--- src/rtl/multicycle_control_pkg.sv ---
// Shared types and encodings for the multicycle RV32I control unit:
// FSM states, opcodes, ALU codes, datapath select encodings and per-state outputs.
package rv_ctrl_pkg;

    typedef enum logic [3:0] {
        S_FETCH,
        S_DECODE,
        S_MEMADR,
        S_MEMREAD,
        S_MEMWB,
        S_MEMWRITE,
        S_EXECR,
        S_EXECI,
        S_EXECU,
        S_JAL,
        S_JALR,
        S_BRANCH,
        S_ALUWB
    } state_t;

    typedef enum logic [2:0] {
        CLS_ADD,
        CLS_ALU,
        CLS_UPPER,
        CLS_BRANCH,
        CLS_WB
    } alu_class_t;

    localparam logic [6:0] OP_LOAD   = 7'b0000011;
    localparam logic [6:0] OP_STORE  = 7'b0100011;
    localparam logic [6:0] OP_R      = 7'b0110011;
    localparam logic [6:0] OP_I      = 7'b0010011;
    localparam logic [6:0] OP_LUI    = 7'b0110111;
    localparam logic [6:0] OP_AUIPC  = 7'b0010111;
    localparam logic [6:0] OP_JAL    = 7'b1101111;
    localparam logic [6:0] OP_JALR   = 7'b1100111;
    localparam logic [6:0] OP_BRANCH = 7'b1100011;

    localparam logic [3:0] ALU_ADD   = 4'b0000;
    localparam logic [3:0] ALU_SUB   = 4'b0001;
    localparam logic [3:0] ALU_SLL   = 4'b0010;
    localparam logic [3:0] ALU_SLT   = 4'b0011;
    localparam logic [3:0] ALU_SLTU  = 4'b0100;
    localparam logic [3:0] ALU_XOR   = 4'b0101;
    localparam logic [3:0] ALU_SRL   = 4'b0110;
    localparam logic [3:0] ALU_SRA   = 4'b0111;
    localparam logic [3:0] ALU_OR    = 4'b1000;
    localparam logic [3:0] ALU_AND   = 4'b1001;
    localparam logic [3:0] ALU_AUIPC = 4'b1010;
    localparam logic [3:0] ALU_LUI   = 4'b1011;
    localparam logic [3:0] ALU_PC4   = 4'b1100;

    localparam logic [1:0] RES_ALUOUT    = 2'b00;
    localparam logic [1:0] RES_READDATA  = 2'b01;
    localparam logic [1:0] RES_ALURESULT = 2'b10;

    localparam logic [1:0] SRCA_PC    = 2'b00;
    localparam logic [1:0] SRCA_OLDPC = 2'b01;
    localparam logic [1:0] SRCA_RS1   = 2'b10;

    localparam logic [1:0] SRCB_RS2  = 2'b00;
    localparam logic [1:0] SRCB_IMM  = 2'b01;
    localparam logic [1:0] SRCB_FOUR = 2'b10;

    localparam logic [2:0] IMM_I = 3'b000;
    localparam logic [2:0] IMM_S = 3'b001;
    localparam logic [2:0] IMM_B = 3'b010;
    localparam logic [2:0] IMM_J = 3'b011;
    localparam logic [2:0] IMM_U = 3'b100;

    typedef struct packed {
        logic       pc_write;
        logic       adr_src;
        logic       mem_write;
        logic       ir_write;
        logic       reg_write;
        logic [1:0] result_src;
        logic [1:0] alu_src_a;
        logic [1:0] alu_src_b;
        logic [2:0] imm_src;
    } ctrl_t;

    // Moore outputs of a state; the opcode only refines MEMADR and ALUWB.
    function automatic ctrl_t state_outputs(state_t s, logic [6:0] op);
        ctrl_t c;
        c = '0;
        case (s)
            S_FETCH: begin
                c.ir_write   = 1'b1;
                c.pc_write   = 1'b1;
                c.alu_src_a  = SRCA_PC;
                c.alu_src_b  = SRCB_FOUR;
                c.result_src = RES_ALURESULT;
            end
            S_DECODE: begin
                c.alu_src_a = SRCA_OLDPC;
                c.alu_src_b = SRCB_IMM;
                c.imm_src   = IMM_B;
            end
            S_MEMADR: begin
                c.alu_src_a = SRCA_RS1;
                c.alu_src_b = SRCB_IMM;
                c.imm_src   = (op == OP_STORE) ? IMM_S : IMM_I;
            end
            S_MEMREAD:  c.adr_src = 1'b1;
            S_MEMWB: begin
                c.result_src = RES_READDATA;
                c.reg_write  = 1'b1;
            end
            S_MEMWRITE: begin
                c.adr_src   = 1'b1;
                c.mem_write = 1'b1;
            end
            S_EXECR: begin
                c.alu_src_a = SRCA_RS1;
                c.alu_src_b = SRCB_RS2;
            end
            S_EXECI: begin
                c.alu_src_a = SRCA_RS1;
                c.alu_src_b = SRCB_IMM;
                c.imm_src   = IMM_I;
            end
            S_EXECU: begin
                c.alu_src_b = SRCB_IMM;
                c.imm_src   = IMM_U;
            end
            S_JAL: begin
                c.alu_src_a  = SRCA_OLDPC;
                c.alu_src_b  = SRCB_FOUR;
                c.result_src = RES_ALUOUT;
                c.pc_write   = 1'b1;
            end
            S_JALR: begin
                c.alu_src_a  = SRCA_RS1;
                c.alu_src_b  = SRCB_IMM;
                c.imm_src    = IMM_I;
                c.result_src = RES_ALURESULT;
                c.pc_write   = 1'b1;
            end
            S_BRANCH: begin
                c.alu_src_a  = SRCA_RS1;
                c.alu_src_b  = SRCB_RS2;
                c.result_src = RES_ALUOUT;
            end
            S_ALUWB: begin
                c.reg_write  = 1'b1;
                c.result_src = (op == OP_JALR) ? RES_ALURESULT : RES_ALUOUT;
            end
            default: c = '0;
        endcase
        return c;
    endfunction

endpackage

--- src/rtl/multicycle_control_if.sv ---
// Control-to-datapath bundle: instruction/flag inputs and all control outputs.
// master = control unit, slave = datapath.
interface multicycle_control_if #(
    parameter int ALU_CTRL_WIDTH = 4,
    parameter int INSTR_WIDTH    = 32
);
    logic [INSTR_WIDTH-1:0]    Instr;
    logic                      Zero;
    logic                      PCWrite;
    logic                      AdrSrc;
    logic                      MemWrite;
    logic                      IRWrite;
    logic                      RegWrite;
    logic [1:0]                ResultSrc;
    logic [1:0]                ALUSrcA;
    logic [1:0]                ALUSrcB;
    logic [2:0]                ImmSrc;
    logic [ALU_CTRL_WIDTH-1:0] ALUControl;
    logic                      IllegalInstr;

    modport master (
        input  Instr, Zero,
        output PCWrite, AdrSrc, MemWrite, IRWrite, RegWrite, ResultSrc,
               ALUSrcA, ALUSrcB, ImmSrc, ALUControl, IllegalInstr
    );

    modport slave (
        output Instr, Zero,
        input  PCWrite, AdrSrc, MemWrite, IRWrite, RegWrite, ResultSrc,
               ALUSrcA, ALUSrcB, ImmSrc, ALUControl, IllegalInstr
    );
endinterface

--- src/rtl/multicycle_control_alu_decoder.sv ---
// Combinational ALU-code decoder: maps the current state class and
// instruction fields to the 4-bit ALUControl code.
module alu_decoder
    import rv_ctrl_pkg::*;
(
    input  alu_class_t i_class,
    input  logic [6:0] i_opcode,
    input  logic [2:0] i_funct3,
    input  logic       i_funct7_5,
    output logic [3:0] o_alu_control
);

    always_comb begin
        o_alu_control = ALU_ADD;
        case (i_class)
            CLS_ALU: begin
                case (i_funct3)
                    3'b000:  o_alu_control = (i_opcode == OP_R && i_funct7_5) ? ALU_SUB : ALU_ADD;
                    3'b001:  o_alu_control = ALU_SLL;
                    3'b010:  o_alu_control = ALU_SLT;
                    3'b011:  o_alu_control = ALU_SLTU;
                    3'b100:  o_alu_control = ALU_XOR;
                    3'b101:  o_alu_control = i_funct7_5 ? ALU_SRA : ALU_SRL;
                    3'b110:  o_alu_control = ALU_OR;
                    default: o_alu_control = ALU_AND;
                endcase
            end
            CLS_UPPER:  o_alu_control = (i_opcode == OP_LUI) ? ALU_LUI : ALU_AUIPC;
            CLS_BRANCH: begin
                case (i_funct3[2:1])
                    2'b10:   o_alu_control = ALU_SLT;
                    2'b11:   o_alu_control = ALU_SLTU;
                    default: o_alu_control = ALU_SUB;
                endcase
            end
            // jalr's own ALU result was the jump target, so rd needs OldPC+4 here.
            CLS_WB:     o_alu_control = (i_opcode == OP_JALR) ? ALU_PC4 : ALU_ADD;
            default:    o_alu_control = ALU_ADD;
        endcase
    end

endmodule

--- src/rtl/multicycle_control.sv ---
// Multicycle RV32I control unit: Moore FSM with registered outputs plus
// the ALU-code decoder; the branch PCWrite is the only Zero-dependent output.
module multicycle_control
    import rv_ctrl_pkg::*;
#(
    parameter int ALU_CTRL_WIDTH = 4,
    parameter int INSTR_WIDTH    = 32
) (
    input  logic                 clk,
    input  logic                 rst,
    multicycle_control_if.master ctrl_bus
);

    state_t     r_state;
    ctrl_t      r_ctrl;
    logic       r_illegal;

    state_t     w_next;
    ctrl_t      w_next_ctrl;
    logic       w_illegal_next;
    logic [6:0] w_opcode;
    logic [2:0] w_funct3;
    logic       w_funct7_5;
    logic       w_branch_bad;
    logic       w_branch_take;
    alu_class_t w_class;
    logic [3:0] w_alu_ctrl;
    logic       w_unused;

    assign w_opcode     = ctrl_bus.Instr[6:0];
    assign w_funct3     = ctrl_bus.Instr[14:12];
    assign w_funct7_5   = ctrl_bus.Instr[INSTR_WIDTH-2];
    assign w_branch_bad = (w_funct3[2:1] == 2'b01);
    assign w_unused     = ^{ctrl_bus.Instr[INSTR_WIDTH-1], ctrl_bus.Instr[INSTR_WIDTH-3:15],
                            ctrl_bus.Instr[11:7]};

    always_comb begin
        w_next         = S_FETCH;
        w_illegal_next = 1'b0;
        case (r_state)
            S_FETCH:  w_next = S_DECODE;
            S_DECODE: begin
                case (w_opcode)
                    OP_LOAD, OP_STORE: w_next = S_MEMADR;
                    OP_R:              w_next = S_EXECR;
                    OP_I:              w_next = S_EXECI;
                    OP_LUI, OP_AUIPC:  w_next = S_EXECU;
                    OP_JAL:            w_next = S_JAL;
                    OP_JALR:           w_next = S_JALR;
                    OP_BRANCH:         w_next = S_BRANCH;
                    default:           w_illegal_next = 1'b1;
                endcase
            end
            S_MEMADR:  w_next = (w_opcode == OP_STORE) ? S_MEMWRITE : S_MEMREAD;
            S_MEMREAD: w_next = S_MEMWB;
            S_EXECR, S_EXECI, S_EXECU, S_JAL, S_JALR: w_next = S_ALUWB;
            S_BRANCH:  w_illegal_next = w_branch_bad;
            default:   w_next = S_FETCH;
        endcase
    end

    // Outputs are registered from the next state so they line up with r_state.
    assign w_next_ctrl = state_outputs(w_next, w_opcode);

    always_ff @(posedge clk or posedge rst) begin
        if (rst) begin
            r_state   <= S_FETCH;
            r_ctrl    <= state_outputs(S_FETCH, '0);
            r_illegal <= 1'b0;
        end else begin
            r_state   <= w_next;
            r_ctrl    <= w_next_ctrl;
            r_illegal <= w_illegal_next;
        end
    end

    always_comb begin
        case (r_state)
            S_EXECR, S_EXECI: w_class = CLS_ALU;
            S_EXECU:          w_class = CLS_UPPER;
            S_BRANCH:         w_class = CLS_BRANCH;
            S_ALUWB:          w_class = CLS_WB;
            default:          w_class = CLS_ADD;
        endcase
    end

    alu_decoder u_alu_decoder (
        .i_class       (w_class),
        .i_opcode      (w_opcode),
        .i_funct3      (w_funct3),
        .i_funct7_5    (w_funct7_5),
        .o_alu_control (w_alu_ctrl)
    );

    assign w_branch_take = (r_state == S_BRANCH) && !w_branch_bad
                           && (ctrl_bus.Zero ^ w_funct3[0] ^ w_funct3[2]);

    // Reset holds FETCH values in the registers, so strobes are gated by rst directly.
    assign ctrl_bus.PCWrite      = ~rst & (r_ctrl.pc_write | w_branch_take);
    assign ctrl_bus.IRWrite      = ~rst & r_ctrl.ir_write;
    assign ctrl_bus.RegWrite     = ~rst & r_ctrl.reg_write;
    assign ctrl_bus.MemWrite     = ~rst & r_ctrl.mem_write;
    assign ctrl_bus.IllegalInstr = ~rst & r_illegal;
    assign ctrl_bus.AdrSrc       = r_ctrl.adr_src;
    assign ctrl_bus.ResultSrc    = r_ctrl.result_src;
    assign ctrl_bus.ALUSrcA      = r_ctrl.alu_src_a;
    assign ctrl_bus.ALUSrcB      = r_ctrl.alu_src_b;
    assign ctrl_bus.ImmSrc       = r_ctrl.imm_src;
    assign ctrl_bus.ALUControl   = ALU_CTRL_WIDTH'(w_alu_ctrl);

endmodule

--- src/flat_wrapper.sv ---
// flat-port wrapper written by rule: the top's interface ports become plain ports
module multicycle_control_flat import rv_ctrl_pkg::*;
#(
    parameter int ALU_CTRL_WIDTH = 4,
    parameter int INSTR_WIDTH    = 32
)
  (clk, rst, ctrl_bus_Instr, ctrl_bus_Zero, ctrl_bus_PCWrite, ctrl_bus_AdrSrc, ctrl_bus_MemWrite, ctrl_bus_IRWrite, ctrl_bus_RegWrite, ctrl_bus_ResultSrc, ctrl_bus_ALUSrcA, ctrl_bus_ALUSrcB, ctrl_bus_ImmSrc, ctrl_bus_ALUControl, ctrl_bus_IllegalInstr);
  multicycle_control_if #(.ALU_CTRL_WIDTH(ALU_CTRL_WIDTH), .INSTR_WIDTH(INSTR_WIDTH)) ctrl_bus_i ();
  input  logic clk;
  input  logic rst;
  input wire logic [$bits(ctrl_bus_i.Instr)-1:0] ctrl_bus_Instr;
  input wire logic [$bits(ctrl_bus_i.Zero)-1:0] ctrl_bus_Zero;
  output wire logic [$bits(ctrl_bus_i.PCWrite)-1:0] ctrl_bus_PCWrite;
  output wire logic [$bits(ctrl_bus_i.AdrSrc)-1:0] ctrl_bus_AdrSrc;
  output wire logic [$bits(ctrl_bus_i.MemWrite)-1:0] ctrl_bus_MemWrite;
  output wire logic [$bits(ctrl_bus_i.IRWrite)-1:0] ctrl_bus_IRWrite;
  output wire logic [$bits(ctrl_bus_i.RegWrite)-1:0] ctrl_bus_RegWrite;
  output wire logic [$bits(ctrl_bus_i.ResultSrc)-1:0] ctrl_bus_ResultSrc;
  output wire logic [$bits(ctrl_bus_i.ALUSrcA)-1:0] ctrl_bus_ALUSrcA;
  output wire logic [$bits(ctrl_bus_i.ALUSrcB)-1:0] ctrl_bus_ALUSrcB;
  output wire logic [$bits(ctrl_bus_i.ImmSrc)-1:0] ctrl_bus_ImmSrc;
  output wire logic [$bits(ctrl_bus_i.ALUControl)-1:0] ctrl_bus_ALUControl;
  output wire logic [$bits(ctrl_bus_i.IllegalInstr)-1:0] ctrl_bus_IllegalInstr;
  assign ctrl_bus_i.Instr = ctrl_bus_Instr;
  assign ctrl_bus_i.Zero = ctrl_bus_Zero;
  assign ctrl_bus_PCWrite = ctrl_bus_i.PCWrite;
  assign ctrl_bus_AdrSrc = ctrl_bus_i.AdrSrc;
  assign ctrl_bus_MemWrite = ctrl_bus_i.MemWrite;
  assign ctrl_bus_IRWrite = ctrl_bus_i.IRWrite;
  assign ctrl_bus_RegWrite = ctrl_bus_i.RegWrite;
  assign ctrl_bus_ResultSrc = ctrl_bus_i.ResultSrc;
  assign ctrl_bus_ALUSrcA = ctrl_bus_i.ALUSrcA;
  assign ctrl_bus_ALUSrcB = ctrl_bus_i.ALUSrcB;
  assign ctrl_bus_ImmSrc = ctrl_bus_i.ImmSrc;
  assign ctrl_bus_ALUControl = ctrl_bus_i.ALUControl;
  assign ctrl_bus_IllegalInstr = ctrl_bus_i.IllegalInstr;
  multicycle_control #(.ALU_CTRL_WIDTH(ALU_CTRL_WIDTH), .INSTR_WIDTH(INSTR_WIDTH)) u_core (.clk(clk), .rst(rst), .ctrl_bus(ctrl_bus_i));
endmodule
--- config.mk ---
export PLATFORM = sky130hd
export DESIGN_NAME = multicycle_control_flat
export DESIGN_NICKNAME = d
export VERILOG_FILES = /design/src/rtl/multicycle_control_pkg.sv /design/src/rtl/multicycle_control_if.sv /design/src/rtl/multicycle_control_alu_decoder.sv /design/src/rtl/multicycle_control.sv /design/src/flat_wrapper.sv
export SDC_FILE = /design/constraint.sdc
export NUM_CORES = 1
export LEC_CHECK = 0
export BUFFER_PORTS_ARGS = -buffer_cell sky130_fd_sc_hd__buf_2
export CAP_MARGIN = 0
export CORE_ASPECT_RATIO = 0.9
export CORE_MARGIN = 2
export CORE_UTILIZATION = 47
export DETAILED_ROUTE_END_ITERATION = 6
export PLACE_DENSITY = 0.83
export REMOVE_ABC_BUFFERS = 1
export SKIP_CTS_REPAIR_TIMING = 1
export SLEW_MARGIN = 20
export SYNTH_ARGS = -nofsm -noshare
export SYNTH_HDL_FRONTEND = slang
export SYNTH_SLANG_ARGS = --single-unit
--- constraint.sdc ---
create_clock -name clk -period 2.2 [get_ports clk]
set_input_delay 0.33 -clock clk [delete_from_list [all_inputs] [get_ports clk]]
set_output_delay 0.33 -clock clk [all_outputs]
set_load 0.02 [all_outputs]
==> results of run 1 <==
==> through the flow <==
stage               power (mW)  instances
floorplan                 1.01        114
global placement          1.19        176
detailed placement        1.22        176
CTS                       1.40        180
global route              1.53        184
finish                    1.44        184
==> worst max-delay path: cells and delay by family, from the launching register on <==
kind | cells | cell delay [ps]
simple gates | 2 | 450
buf+inv | 2 | 300
compound gates | 3 | 700
flops | 1 | 470
==> layout by cell type (no fill, tap or decap), drive strengths merged, types with 2 or more instances in the layout <==
| cell type | instances |
|---|---|
| a21oi | 2 |
| nor3 | 3 |
| o21ai | 9 |
| nor2 | 6 |
| nand3 | 5 |
| nand2b | 2 |
| xnor2 | 2 |
| nor3b | 2 |
| and3b | 3 |
| buf | 38 |
| dfstp | 4 |
| o311ai | 2 |
| nand4b | 2 |
| clkbuf | 3 |
| nor2b | 6 |
| dfrtp | 15 |
| nor4 | 2 |
| inv | 6 |
| nor4b | 2 |
| o2111ai | 2 |
| nand4 | 2 |
| nand2 | 16 |
| a21boi | 2 |
| o22ai | 2 |
==> logic make-up (layout without fill, tap and decap cells) <==
family	count (synthesis)	in the layout	share of synthesized area, %
flip-flops	19	19	38.1
multiplexers	2	2	1.69
XOR/XNOR	3	3	2.09
AO/OA/AOI/OAI	26	26	16.2
buffers and inverters	20	48	11.8
AND/OR/NAND/NOR	58	58	30.1
==> cells in the mapped netlist, drive strengths merged <==
master,count,area (sq um)
or3,1,6.26
and2,1,6.26
nand4,2,12.5
o311ai,2,17.5
or2,1,6.26
nor3b,2,26.3
a31oi,1,21.3
and3b,3,28.8
inv,6,22.5
o211a,1,10.0
a21oi,2,10.0
a21o,1,7.51
o2bb2ai,1,8.76
and4b,1,11.3
nor2,6,22.5
dfstp,4,105
nor4,2,12.5
or4b,1,13.8
mux2i,1,10.0
xnor2,2,17.5
nand2b,2,12.5
xor2,1,8.76
a2bb2oi,1,8.76
o22ai,2,18.8
clkbuf,1,13.8
nor4b,2,47.6
nand4b,2,17.5
o21ai,9,48.8
o2111ai,2,17.5
a22oi,1,7.51
nand2,16,60.1
dfrtp,15,375
buf,13,113
mux2,1,11.3
nor2b,6,37.5
nand3b,1,7.51
nor4bb,1,10.0
a211o,1,8.76
a21boi,2,18.8
nor3,3,15.0
nand3,5,25.0
==> flip-flops by register name, summed over array words and instances (netlist names) <==
name and count:
u_core.ctrl_bus.ALUSrcA 2, u_core.ctrl_bus.ResultSrc 2, u_core.ctrl_bus.AdrSrc 1, u_core.r_illegal 1, u_core.ctrl_bus.ALUSrcB 2, u_core.r_state 4
u_core.ctrl_bus.ImmSrc 3, u_core.r_ctrl 4
==> final cells by class <==
cell class	count	area (sq um)
clock buffers	3	22.5
clock inverters	1	7.51
fillers	226	1080
inverters	6	22.5
multi-input cells	89	633
flip-flops and latches	19	484
well taps	28	35.0
repair buffers	38	205
==> power by group <==
group | leakage (nW) | switching, mW | total, mW | internal, mW
clock | 0.0139 | 0.113 | 0.182 | 0.0691
combinational | 0.414 | 0.420 | 0.706 | 0.286
sequential | 0.236 | 0.0650 | 0.551 | 0.486
==> path summary, 6_finish.rpt <==
check / to / slack, ps / depth (start not counted)
min in group clk: u_core.r_illegal$_DFF_PP0_ / 400 / 3
min reg2reg: u_core.ctrl_bus.ImmSrc[1]$_DFF_PP0_ / 610 / 1
max in group asynchronous: u_core.r_state[1]$_DFF_PP0_ / 1560 / 2
min: u_core.r_state[2]$_DFF_PP0_ / 160 / 2
max: u_core.ctrl_bus.ALUSrcB[0]$_DFF_PP0_ / 150 / 7
max reg2reg: u_core.ctrl_bus.ALUSrcB[0]$_DFF_PP0_ / 150 / 7
==> layer usage <==
metal  share of wire, %  vias to the layer above
met4                1.5                        0
met3                7.2                        4
met5                  0                        -
met1                 43                      494
met2                 49                       49
li1                   -                      508
==> results.tsv, run 1 <==
stage	metric	value	unit
clocking	Reg clk slew, reported paths	120	ps
clocking	total CTS buffers	3	
place	Port Buf Inserts	32	
sta	Hold Slack	161	ps
sta	final hold vios	0	
final_layout	antenna fix cells	0	
clocking	deepest clock path buffer count	2	
worst_setup_path	crit end category	register	
floorplan	num rows	17	
final_layout	Design Area, Final	1410	sq um
logic_synthesis	Synth Register Bits	19	
final_layout	Area Overhead vs Synth	11.9	%
logic_synthesis	sequential fraction of the synthesis area	38.1	%
sta	final slew viol count	0	
worst_setup_path	arrival time at the worst endpoint	2230	ps
sta	worst slew pin tran	688	ps
routing	final wirelength	2.68	mm
routing	post-route ant nets	0	
worst_setup_path	worst-path maximum fanout	8	
global_routing	met1 Usage GRT	23.0	%
logic_synthesis	Syn. warnings	0	
clocking	Clock H-tree levels	1	
global_routing	initial antenna violation count	0	
worst_setup_path	Worst Setup Start Kind	register	
global_routing	Tot GR Track Use	17.9	%
routing	via count	1055	
global_routing	Overflow after GRT	0	
sta	Final Skew	9.71	ps
sta	Final Setup Violations	0	
logic_synthesis	Gate Count Post-Synth	128	
global_routing	vias in the first global route	920	
job	max-cap violations	0	
worst_setup_path	crit path max-delay cell type	dfrtp_2	
routing	DR pass1 iterations	4	
clocking	root buffer cell	clkbuf_4	
clocking	CTS Sinks	19	
power	P_leak	0.664	nW
final_layout	Nets	192	
worst_setup_path	CP Cell Sequence	buf_4 > nor4b_4 > o211a_1 > o22ai_2 > inv_2 > nor3b_4 > a211o_1	
place	Place WS	236	ps
logic_synthesis	mean post-synth cell area	9.84	sq um
global_routing	Top Usage Layer GRT	met2	
routing	vias per cell	5.73	
floorplan	Core Area	2490	sq um
logic_synthesis	library cells used by synthesis	48	
sta	final worst-path cycle share	93.0	%
floorplan	die height	53.1	um
power	peak supply drop	0.649	mV
place	Post-DP HPWL	2.01	mm
worst_setup_path	critical path class	reg -> reg	
place	Routability Congestion	0.816	
floorplan	# IOs	54	
global_routing	GR Layer Usage met2	29.8	%
global_routing	first-pass GRT wire length	4.14	mm
min_path	hold crit path type	in -> async	
sta	worst setup margin	153	ps
routing	DRC	0	
worst_setup_path	origin of the critical flop-to-flop path	u_core.r_state[3]$_DFF_PP0_	
clocking	CTS tree	built	
global_routing	largest net degree at the start of global routing	20	
sta	max frequency	489	MHz
power	cell area power density	1020	nW/um^2
worst_setup_path	worst endpoint required time	2380	ps
final_layout	ratio of cells with drive above 1 in the final layout	41.0	%
sta	Worst slew margin	54.1	%
outcome	outcome	finished, final reports clean	
sta	Fin Setup TNS	0	ps
place	placed cell area	1340	sq um
sta	min cycle time layout	2050	ps
final_layout	final core utilization	56.7	%
floorplan	die area	3110	sq um
worst_setup_path	CP peak stage delay	470	ps
routing	drt initial violations	24	
logic_synthesis	Mapped Area	1260	sq um
clocking	clock latency on the worst-skew pair	300	ps
worst_setup_path	Setup crit start	u_core.r_state[3]$_DFF_PP0_	
routing	wire per inst	14.6	um
floorplan	starting density of the core	50.6	%
global_routing	GR Util met3	3.18	%
floorplan	die width	58.6	um
Power figures use the tool's default switching activity.
==> run 2, diff against run 1 <==
--- a/config.mk
+++ b/config.mk
@@ -12,6 +12,7 @@
 export CORE_UTILIZATION = 47
 export DETAILED_ROUTE_END_ITERATION = 6
 export PLACE_DENSITY = 0.83
+export RECOVER_POWER = 50
 export REMOVE_ABC_BUFFERS = 1
 export SKIP_CTS_REPAIR_TIMING = 1
 export SLEW_MARGIN = 20
==> run 2 against run 1 <==
  * Combinational power down 1%
  * Sequential share of layout area up 0.25 points
  * Cell count unchanged
  * Clock power about the same
  * Setup slack better by 0.64 ps
  * Wire length down 0.26%
  * Largest cell class unchanged
  * Design area down 0.71%
  * Global-route usage unchanged
  * First-iteration DRC count unchanged
  * Clock skew about the same
  * Power down 0.59%
  * Sequential power about the same
==> results.tsv, run 2 (same netlist as run 1, synthesis figures left out) <==
stage	metric	value	unit	change
power	Comb power frac	48.7	%	-0.4 points
clocking	CTS Sinks	19		unchanged
routing	final wirelength	2.67	mm	-0.26%
routing	wire per inst	14.5	um	-0.26%
final_layout	filler cell count	225		-0.44%
global_routing	vias in the first global route	920		unchanged
routing	post-route ant nets	0		unchanged
job	max-cap violations	0		unchanged
place	Place WS	236	ps	unchanged
sta	final worst-path cycle share	93.0	%	about the same
place	Port Buf Inserts	32		unchanged
sta	final hold vios	0		unchanged
worst_setup_path	worst endpoint required time	2380	ps	about the same
floorplan	die height	53.1	um	unchanged
routing	via count	1047		-0.76%
worst_setup_path	CP peak stage delay	480	ps	about the same
final_layout	ratio of cells with drive above 1 in the final layout	35.9	%	-5.1 points
sta	min cycle time layout	2050	ps	-0.640 ps
final_layout	antenna fix cells	0		unchanged
clocking	Reg clk slew, reported paths	120	ps	about the same
power	Clk network pwr share	12.7	%	about the same
sta	Final Skew	9.72	ps	+0.0109 ps
clocking	root buffer cell	clkbuf_4		
power	P_leak	0.635	nW	-4.4%
clocking	CTS tree	built		
power	internal power	0.832	mW	-1.1%
power	cell area power density	1020	nW/um^2	+0.12%
worst_setup_path	CP Cell Sequence	buf_4 > nor4b_4 > o211a_1 > o22ai_2 > inv_2 > nor3b_4 > a211o_1		
global_routing	Tot GR Track Use	17.9	%	unchanged
final_layout	Nets	192		unchanged
power	peak supply drop	0.646	mV	-0.39%
routing	DRC	0		unchanged
worst_setup_path	internal reg-to-reg setup slack	150	ps	about the same
clocking	Clock H-tree levels	1		unchanged
floorplan	Core Area	2490	sq um	unchanged
sta	final slew viol count	0		unchanged
sta	worst setup margin	154	ps	+0.640 ps
final_layout	final core utilization	56.3	%	-0.40 points
sta	Worst slew margin	54.0	%	-0.098 points
power	overall power	1.43	mW	-0.59%
floorplan	# IOs	54		unchanged
place	Routability Congestion	0.816		unchanged
place	Post-DP HPWL	2.01	mm	unchanged
global_routing	first-pass GRT wire length	4.14	mm	unchanged
min_path	hold crit path type	in -> async		
worst_setup_path	worst-path maximum fanout	8		unchanged
power	switching power	0.598	mW	about the same
final_layout	Area Overhead vs Synth	11.1	%	
worst_setup_path	crit path max-delay cell type	dfrtp_2		
global_routing	initial antenna violation count	0		unchanged
floorplan	die area	3110	sq um	unchanged
clocking	clock latency on the worst-skew pair	300	ps	about the same
worst_setup_path	Worst Setup Start Kind	register		
worst_setup_path	crit end category	register		
routing	drt initial violations	24		unchanged
global_routing	largest net degree at the start of global routing	20		unchanged
clocking	total CTS buffers	3		unchanged
clocking	deepest clock path buffer count	2		unchanged
power	Reg power frac	38.6	%	+0.3 points
sta	Fin Setup TNS	0	ps	unchanged
routing	vias per cell	5.69		-0.76%
power	Net Sw Frac	41.8	%	+0.28 points
sta	max frequency	489	MHz	about the same
worst_setup_path	arrival time at the worst endpoint	2230	ps	about the same
floorplan	starting density of the core	50.6	%	unchanged
floorplan	die width	58.6	um	unchanged
sta	Final Setup Violations	0		unchanged
outcome	outcome	finished, final reports clean		
worst_setup_path	critical path class	reg -> reg		
final_layout	highest-count cells in the layout ignoring fill and taps	24 x buf_2, 16 x nand2_1, 12 x dfrtp_1		
routing	DR pass1 iterations	4		unchanged
global_routing	Overflow after GRT	0		unchanged
floorplan	num rows	17		unchanged
sta	worst slew pin tran	690	ps	+1.46 ps
final_layout	leading cell type in the layout, fill and taps excluded	buf_2		
run 2: worst max-delay path: cells and delay by family (launching register included):
kind	cells	cell delay, ps
AND/OR/NAND/NOR	2	450
buffers and inverters	2	300
AO/OA/AOI/OAI	3	700
flip-flops	1	480
run 2: power groups by stage:
| stage | Sequential, mW | Combinational [mW] | Clock [mW] |
|---|---|---|---|
| final | 0.552 | 0.696 | 0.182 |
| after global placement | 0.557 | 0.630 | 0 |
| after detailed placement | 0.566 | 0.651 | 0 |
| after CTS | 0.558 | 0.653 | 0.185 |
| after floorplan | 0.637 | 0.372 | 0 |
| after global routing | 0.562 | 0.756 | 0.200 |
run 2: metrics by stage:
stage / hold WS, ps / cells / instance area, sq um
global placement: 494 / 176 / 1340
global route: 264 / 184 / 1400
finish: 186 / 184 / 1400
detailed placement: 521 / 176 / 1340
floorplan: 278 / 114 / 1130
CTS: 188 / 180 / 1370
run 2: worst paths after layout:
| check | start | to | cells past startpoint |
|---|---|---|---|
| worst max-delay path | u_core.r_state[3]$_DFF_PP0_ | u_core.ctrl_bus.ALUSrcB[0]$_DFF_PP0_ | 7 |
| worst min-delay path | rst | u_core.r_state[2]$_DFF_PP0_ | 2 |
| worst max register to register | u_core.r_state[3]$_DFF_PP0_ | u_core.ctrl_bus.ALUSrcB[0]$_DFF_PP0_ | 7 |
| worst min register to register | u_core.r_state[1]$_DFF_PP0_ | u_core.ctrl_bus.ImmSrc[1]$_DFF_PP0_ | 1 |
| max in group asynchronous | rst | u_core.r_state[1]$_DFF_PP0_ | 2 |
| min in group clk | ctrl_bus_Instr[13] | u_core.r_illegal$_DFF_PP0_ | 3 |
run 2: layout make-up:
cell class / instances / area (sq um) / share of cell area (%)
Multi-Input combinational cell: 89 / 633 / 45.2
Clock inverter: 1 / 7.51 / 0.536
Inverter: 6 / 22.5 / 1.61
Sequential cell: 19 / 484 / 34.6
Clock buffer: 3 / 22.5 / 1.61
Tap cell: 28 / 35.0 / 2.50
Timing Repair Buffer: 38 / 195 / 13.9
run 2: layer usage:
layer | wire [um] | track usage, % | up-vias
met5 | 0 | 0 | -
met4 | 40 | 7.20 | 0
met3 | 178 | 3.18 | 4
met2 | 1300 | 29.8 | 46
met1 | 1160 | 23.0 | 489
li1 | - | - | 508
